==> src/rtl/uart_core_if.sv <==
// Byte handshake and serial lines between host logic and uart_core.
// The slave modport is the core side; the master modport is host plus line side.
interface uart_core_if;
   logic [7:0] tx_data;
   logic       tx_valid;
   logic       tx_ready;
   logic       tx;
   logic       rx;
   logic [7:0] rx_data;
   logic       rx_valid;
   logic       rx_frame_err;

   modport master (
      output tx_data, tx_valid, rx,
      input  tx_ready, tx, rx_data, rx_valid, rx_frame_err
   );

   modport slave (
      input  tx_data, tx_valid, rx,
      output tx_ready, tx, rx_data, rx_valid, rx_frame_err
   );
endinterface

==> src/rtl/uart_core.sv <==
// Full-duplex 8N1 UART engine with 16x oversampling.
// TX and RX run independently; all outputs are registered.
module uart_core #(
   parameter int DIV = 27
) (
   input  logic       clk,
   input  logic       reset,
   uart_core_if.slave bus
);
   localparam int BIT_CYC = 16 * DIV;
   localparam int CW      = $clog2(BIT_CYC);
   localparam logic [CW-1:0] BIT_LAST  = CW'(BIT_CYC - 1);
   localparam logic [CW-1:0] HALF_LAST = CW'(8 * DIV - 1);
   localparam logic [CW-1:0] CNT_ONE   = CW'(1);

   typedef enum logic [1:0] {TX_IDLE, TX_START, TX_DATA, TX_STOP} tx_state_t;
   typedef enum logic [2:0] {RX_IDLE, RX_START, RX_DATA, RX_STOP, RX_WAIT_HIGH} rx_state_t;

   tx_state_t     tx_state_r;
   logic [CW-1:0] tx_cnt_r;
   logic [2:0]    tx_idx_r;
   logic [7:0]    tx_shift_r;
   logic          tx_r;
   logic          tx_ready_r;

   rx_state_t     rx_state_r;
   logic [CW-1:0] rx_cnt_r;
   logic [2:0]    rx_idx_r;
   logic [7:0]    rx_shift_r;
   logic [7:0]    rx_data_r;
   logic          rx_valid_r;
   logic          rx_frame_err_r;
   logic          rx_meta_r;
   logic          rx_s;

   assign bus.tx           = tx_r;
   assign bus.tx_ready     = tx_ready_r;
   assign bus.rx_data      = rx_data_r;
   assign bus.rx_valid     = rx_valid_r;
   assign bus.rx_frame_err = rx_frame_err_r;

   // Transmit FSM; tx is driven from the state held during the previous cycle.
   always_ff @(posedge clk or negedge reset) begin
      if (!reset) begin
         tx_state_r <= TX_IDLE;
         tx_cnt_r   <= '0;
         tx_idx_r   <= 3'd0;
         tx_shift_r <= 8'h00;
         tx_r       <= 1'b1;
         tx_ready_r <= 1'b1;
      end else begin
         case (tx_state_r)
            TX_IDLE: begin
               tx_r <= 1'b1;
               if (bus.tx_valid && tx_ready_r) begin
                  tx_shift_r <= bus.tx_data;
                  tx_cnt_r   <= '0;
                  tx_ready_r <= 1'b0;
                  tx_state_r <= TX_START;
               end
            end
            TX_START: begin
               tx_r <= 1'b0;
               if (tx_cnt_r == BIT_LAST) begin
                  tx_cnt_r   <= '0;
                  tx_idx_r   <= 3'd0;
                  tx_state_r <= TX_DATA;
               end else begin
                  tx_cnt_r <= tx_cnt_r + CNT_ONE;
               end
            end
            TX_DATA: begin
               tx_r <= tx_shift_r[tx_idx_r];
               if (tx_cnt_r == BIT_LAST) begin
                  tx_cnt_r <= '0;
                  if (tx_idx_r == 3'd7) begin
                     tx_state_r <= TX_STOP;
                  end else begin
                     tx_idx_r <= tx_idx_r + 3'd1;
                  end
               end else begin
                  tx_cnt_r <= tx_cnt_r + CNT_ONE;
               end
            end
            TX_STOP: begin
               tx_r <= 1'b1;
               if (tx_cnt_r == BIT_LAST) begin
                  tx_cnt_r   <= '0;
                  tx_ready_r <= 1'b1;
                  tx_state_r <= TX_IDLE;
               end else begin
                  tx_cnt_r <= tx_cnt_r + CNT_ONE;
               end
            end
            default: begin
               tx_r       <= 1'b1;
               tx_cnt_r   <= '0;
               tx_ready_r <= 1'b1;
               tx_state_r <= TX_IDLE;
            end
         endcase
      end
   end

   // Two-flop synchronizer for the asynchronous serial input; idles high.
   always_ff @(posedge clk or negedge reset) begin
      if (!reset) begin
         rx_meta_r <= 1'b1;
         rx_s      <= 1'b1;
      end else begin
         rx_meta_r <= bus.rx;
         rx_s      <= rx_meta_r;
      end
   end

   // Receive FSM; strobes default low and pulse for exactly one cycle.
   always_ff @(posedge clk or negedge reset) begin
      if (!reset) begin
         rx_state_r     <= RX_IDLE;
         rx_cnt_r       <= '0;
         rx_idx_r       <= 3'd0;
         rx_shift_r     <= 8'h00;
         rx_data_r      <= 8'h00;
         rx_valid_r     <= 1'b0;
         rx_frame_err_r <= 1'b0;
      end else begin
         rx_valid_r     <= 1'b0;
         rx_frame_err_r <= 1'b0;
         case (rx_state_r)
            RX_IDLE: begin
               if (!rx_s) begin
                  rx_cnt_r   <= '0;
                  rx_state_r <= RX_START;
               end
            end
            RX_START: begin
               // Mid-start-bit resample rejects short glitches.
               if (rx_cnt_r == HALF_LAST) begin
                  rx_cnt_r   <= '0;
                  rx_idx_r   <= 3'd0;
                  rx_state_r <= rx_s ? RX_IDLE : RX_DATA;
               end else begin
                  rx_cnt_r <= rx_cnt_r + CNT_ONE;
               end
            end
            RX_DATA: begin
               if (rx_cnt_r == BIT_LAST) begin
                  rx_cnt_r   <= '0;
                  rx_shift_r <= {rx_s, rx_shift_r[7:1]};
                  if (rx_idx_r == 3'd7) begin
                     rx_state_r <= RX_STOP;
                  end else begin
                     rx_idx_r <= rx_idx_r + 3'd1;
                  end
               end else begin
                  rx_cnt_r <= rx_cnt_r + CNT_ONE;
               end
            end
            RX_STOP: begin
               if (rx_cnt_r == BIT_LAST) begin
                  rx_cnt_r <= '0;
                  if (rx_s) begin
                     rx_data_r  <= rx_shift_r;
                     rx_valid_r <= 1'b1;
                     rx_state_r <= RX_IDLE;
                  end else begin
                     rx_frame_err_r <= 1'b1;
                     rx_state_r     <= RX_WAIT_HIGH;
                  end
               end else begin
                  rx_cnt_r <= rx_cnt_r + CNT_ONE;
               end
            end
            RX_WAIT_HIGH: begin
               // A held-low line (break) must return high before a new frame.
               if (rx_s) begin
                  rx_state_r <= RX_IDLE;
               end
            end
            default: begin
               rx_cnt_r   <= '0;
               rx_state_r <= RX_IDLE;
            end
         endcase
      end
   end
endmodule
==> src/flat_wrapper.sv <==
// flat-port wrapper written by rule: the top's interface ports become plain ports
module uart_core_flat 
#(
   parameter int DIV = 27
)
  (clk, reset, bus_tx_data, bus_tx_valid, bus_rx, bus_tx_ready, bus_tx, bus_rx_data, bus_rx_valid, bus_rx_frame_err);
  uart_core_if bus_i ();
  input  logic clk;
  input  logic reset;
  input wire logic [$bits(bus_i.tx_data)-1:0] bus_tx_data;
  input wire logic [$bits(bus_i.tx_valid)-1:0] bus_tx_valid;
  input wire logic [$bits(bus_i.rx)-1:0] bus_rx;
  output wire logic [$bits(bus_i.tx_ready)-1:0] bus_tx_ready;
  output wire logic [$bits(bus_i.tx)-1:0] bus_tx;
  output wire logic [$bits(bus_i.rx_data)-1:0] bus_rx_data;
  output wire logic [$bits(bus_i.rx_valid)-1:0] bus_rx_valid;
  output wire logic [$bits(bus_i.rx_frame_err)-1:0] bus_rx_frame_err;
  assign bus_i.tx_data = bus_tx_data;
  assign bus_i.tx_valid = bus_tx_valid;
  assign bus_i.rx = bus_rx;
  assign bus_tx_ready = bus_i.tx_ready;
  assign bus_tx = bus_i.tx;
  assign bus_rx_data = bus_i.rx_data;
  assign bus_rx_valid = bus_i.rx_valid;
  assign bus_rx_frame_err = bus_i.rx_frame_err;
  uart_core #(.DIV(DIV)) u_core (.clk(clk), .reset(reset), .bus(bus_i));
endmodule
==> config.mk <==
export PLATFORM = sky130hd
export DESIGN_NAME = uart_core_flat
export DESIGN_NICKNAME = d
export VERILOG_FILES = /design/src/rtl/uart_core_if.sv /design/src/rtl/uart_core.sv /design/src/flat_wrapper.sv
export SDC_FILE = /design/constraint.sdc
export NUM_CORES = 1
export LEC_CHECK = 0
export BUFFER_PORTS_ARGS = -buffer_cell sky130_fd_sc_hd__buf_2
export CAP_MARGIN = 0
export CORE_MARGIN = 2
export CORE_UTILIZATION = 55
export DETAILED_ROUTE_END_ITERATION = 12
export PLACE_DENSITY = 0.83
export SLEW_MARGIN = 30
export SYNTH_ARGS = -nofsm -noshare
export SYNTH_HDL_FRONTEND = slang
export SYNTH_SLANG_ARGS = --single-unit
==> constraint.sdc <==
create_clock -name clk -period 6.2 [get_ports clk]
set_input_delay 0.31 -clock clk [delete_from_list [all_inputs] [get_ports clk]]
set_output_delay 0.31 -clock clk [all_outputs]
set_load 0.005 [all_outputs]
==> metrics <==
maximum fanout along the worst path=5; total grt overflow=0; kind of end point of the critical path=register; type of the setup path with the least slack=reg2reg; Worst Setup EP=u_core.tx_state_r[1]; proportion of power drawn by the clock network=0.522; via count=2071; number of buffers added for setup after CTS=0; list of most frequent post-synthesis cells=sky130_fd_sc_hd__dfrtp_1 (55), sky130_fd_sc_hd__nand2_1 (32), sky130_fd_sc_hd__mux2_2 (24), sky130_fd_sc_hd__nor2_1 (14), sky130_fd_sc_hd__ha_1 (11); Met3 Routed Length=210 um; routed wl met2=2770 um; count of flip-flops with a built-in enable after synthesis=0; floorplan die area=0.00584 sq mm; Routed Wire Length=5520 um; Leak Pwr=0.00158 uW; highest ir drop seen on vdd=146 uV; top routing layer used=met4; Hold Violations, Final=0; drt pass-1 iters=4; Post-Route Skew=0.00715 ns; placeable core region=0.00507 sq mm; worst-case hold slack=0.0618 ns; outcome=completed; Placement Rows=26; number of H-tree branching levels=3; Die Ht=76.4 um; number of buffers created by CTS=9; RD Place Congestion=0.860; first-pass GRT wire length=9740 um; register bit count reported by yosys=59; total power divided by cell area=251 mW/mm^2; crit share post-route=0.345; cell taking the most area after synthesis=sky130_fd_sc_hd__dfrtp_1; Final min period=2.14 ns; fraction of power consumed by combinational cells=0.014; count of max-cap constraint violations=0; setup slack of the most critical reg-to-reg path=4.06 ns; clock latency on the worst-skew pair=0.35 ns; Starting Density=0.569; Tightest Pin Transition=0.925 ns; nets@finish=307; top cell type's share of synthesized area=0.477; switching fraction of total power=0.208; unrepaired setup endpoints after global routing=no; netlist area before placement=0.00289 sq mm; Final setup viols=0; total nets after synthesis=278; buffers added on ports=23; Clock Root Buffer=sky130_fd_sc_hd__clkbuf_8; Final Max Tran Viols=0; Routed wire per std cell=15.4 um; fraction of final layout cells with drive strength greater than 1=0.260; synthesis warning total=0; Ports=24; R2R cell count=5; number of global-route vias before repair=2125; classification of the worst-slack hold path=in2reg; Mean Syn Cell Area=11.3 sq um; antenna violations before repair=0; part of the power in registers=0.465; iteration-0 DRC count of the detailed router=109; arrival time worst endpoint=2.37 ns; die outline width=76.4 um; DR vias/cell=5.77; final routed DRC violation total=0; reg-to-reg endpoint=u_core.tx_state_r[1]; TritonCTS clock tree=built; library cell with the highest instance count after synthesis=sky130_fd_sc_hd__dfrtp_1; fmax=468 MHz; Int Power=659 uW; antenna-violating nets left=0; commonest register cell after synthesis=sky130_fd_sc_hd__dfrtp_1; post-detail-place hpwl=3540 um; signed area change from the synthesized netlist to the final layout=15.1%; worst setup path startpoint=u_core.tx_cnt_r[0]; CTS Hold Buffers Added=0; sequential element share of the synthesized area=0.513; switching power total=174 uW; Inserted Diodes=0; maximum number of buffers from clock root to sink=2; relative max-transition margin=0.382; R2R Path Start=u_core.tx_cnt_r[0]; Worst Setup Start Kind=register; Post-Route Setup TNS=0 ns; wire length the detailed router placed on met1=2410 um; post-cts repair resize count=0; Global Route Usage Sum=0.215; top area cells in the synthesized netlist=sky130_fd_sc_hd__dfrtp_1 (48%), sky130_fd_sc_hd__mux2_2 (9.4%), sky130_fd_sc_hd__ha_1 (4.8%), sky130_fd_sc_hd__nand2_1 (4.2%), sky130_fd_sc_hd__dfstp_2 (3.6%); Clock Sinks=59; Cells after Synth=255; synth unique cells=53; share of synthesized flip-flops with an asynchronous set or reset=1.00; Crit path required time=6.43 ns; clock edge transition at the registers on the reported setup and hold paths=0.07 ns; maximum number of pins on one net before global-route repair=60
## critical path, stage by stage, from the launching register on
cell and delay (ns):
sky130_fd_sc_hd__dfrtp_1 0.40, sky130_fd_sc_hd__ha_1 0.27, sky130_fd_sc_hd__nand4_2 0.16, sky130_fd_sc_hd__or4_4 0.55
sky130_fd_sc_hd__a221oi_4 0.29, sky130_fd_sc_hd__mux2_1 0.35
## state kept, by name, summed over array words and instances (netlist names), 2 cells and up
| register | flops |
|---|---|
| u_core.rx_idx_r | 3 |
| u_core.bus.rx_data | 8 |
| u_core.tx_state_r | 2 |
| u_core.tx_cnt_r | 9 |
| u_core.rx_shift_r | 8 |
| u_core.tx_shift_r | 8 |
| u_core.rx_state_r | 3 |
| u_core.tx_idx_r | 3 |
| u_core.rx_cnt_r | 9 |
## power groups by stage
| stage | clock network, uW | logic, uW | registers [uW] |
|---|---|---|---|
| after floorplan | 0 | 0.337 | 394 |
| after global placement | 0 | 11.7 | 394 |
| after detailed placement | 0 | 12.0 | 394 |
| after CTS | 438 | 12.0 | 387 |
| after global routing | 463 | 13.4 | 387 |
| final | 435 | 11.3 | 387 |
## layer usage
layer,track usage,vias to the layer above
li1,-,986
met1,0.255,1024
met2,0.356,46
met3,0.0557,15
met4,0.124,0
met5,0,-
## cell usage in the layout, fill, tap and decap left out, types with 5 or more instances in the layout
| cell | n |
|---|---|
| sky130_fd_sc_hd__mux2_2 | 24 |
| sky130_fd_sc_hd__clkbuf_8 | 9 |
| sky130_fd_sc_hd__ha_1 | 11 |
| sky130_fd_sc_hd__nor2_1 | 14 |
| sky130_fd_sc_hd__o22ai_1 | 6 |
| sky130_fd_sc_hd__inv_1 | 9 |
| sky130_fd_sc_hd__buf_2 | 23 |
| sky130_fd_sc_hd__dfrtp_1 | 55 |
| sky130_fd_sc_hd__mux2i_1 | 6 |
| sky130_fd_sc_hd__nand2_1 | 32 |
| sky130_fd_sc_hd__a21oi_1 | 6 |
| sky130_fd_sc_hd__o21ai_0 | 6 |
| sky130_fd_sc_hd__nand3_1 | 5 |
## cell families after synthesis
kind of cell,count (synthesis),share of synthesized area
AND/OR/NAND/NOR,88,0.160
flip-flops,59,0.513
AO/OA/AOI/OAI,43,0.109
multiplexers,34,0.134
buffers and inverters,15,0.0199
adder cells (fa/ha/maj),11,0.0477
XOR/XNOR,5,0.0152
## cell type report
class,instances,area [sq um]
Clock buffer,9,124
Clock inverter,7,125
Fill cell,375,1750
Inverter,9,33.8
Multi-Input combinational cell,181,1350
Sequential cell,59,1480
Tap cell,70,87.6
Timing Repair Buffer,24,123
## per-stage QoR
| stage | setup WS, ns | utilization | instances | total power (uW) | instance area [sq um] |
|---|---|---|---|---|---|
| 2_1_floorplan | 4.20 | - | 255 | 394 | 2890 |
| 3_3_place_gp | 4.15 | 0.605 | 343 | 406 | 3070 |
| 3_5_place_dp | 4.08 | 0.605 | 343 | 406 | 3070 |
| 4_1_cts | 4.07 | 0.654 | 359 | 836 | 3320 |
| 5_1_grt | 3.91 | 0.654 | 359 | 864 | 3320 |
| 6_report | 4.06 | 0.654 | 359 | 833 | 3320 |
## worst min path at each step
stage                     startpoint  cells past startpoint  slack (ns)                     to
floorplan                      reset                      0        0.01  u_core.bus.rx_data[0]
global placement    u_core.rx_meta_r                      0        0.35            u_core.rx_s
detailed placement  u_core.rx_meta_r                      0        0.35            u_core.rx_s
CTS                           bus_rx                      1        0.06       u_core.rx_meta_r
global route                  bus_rx                      1        0.05       u_core.rx_meta_r
finish                        bus_rx                      1        0.06       u_core.rx_meta_r
Note: power is estimated with default switching activity, not from simulation.
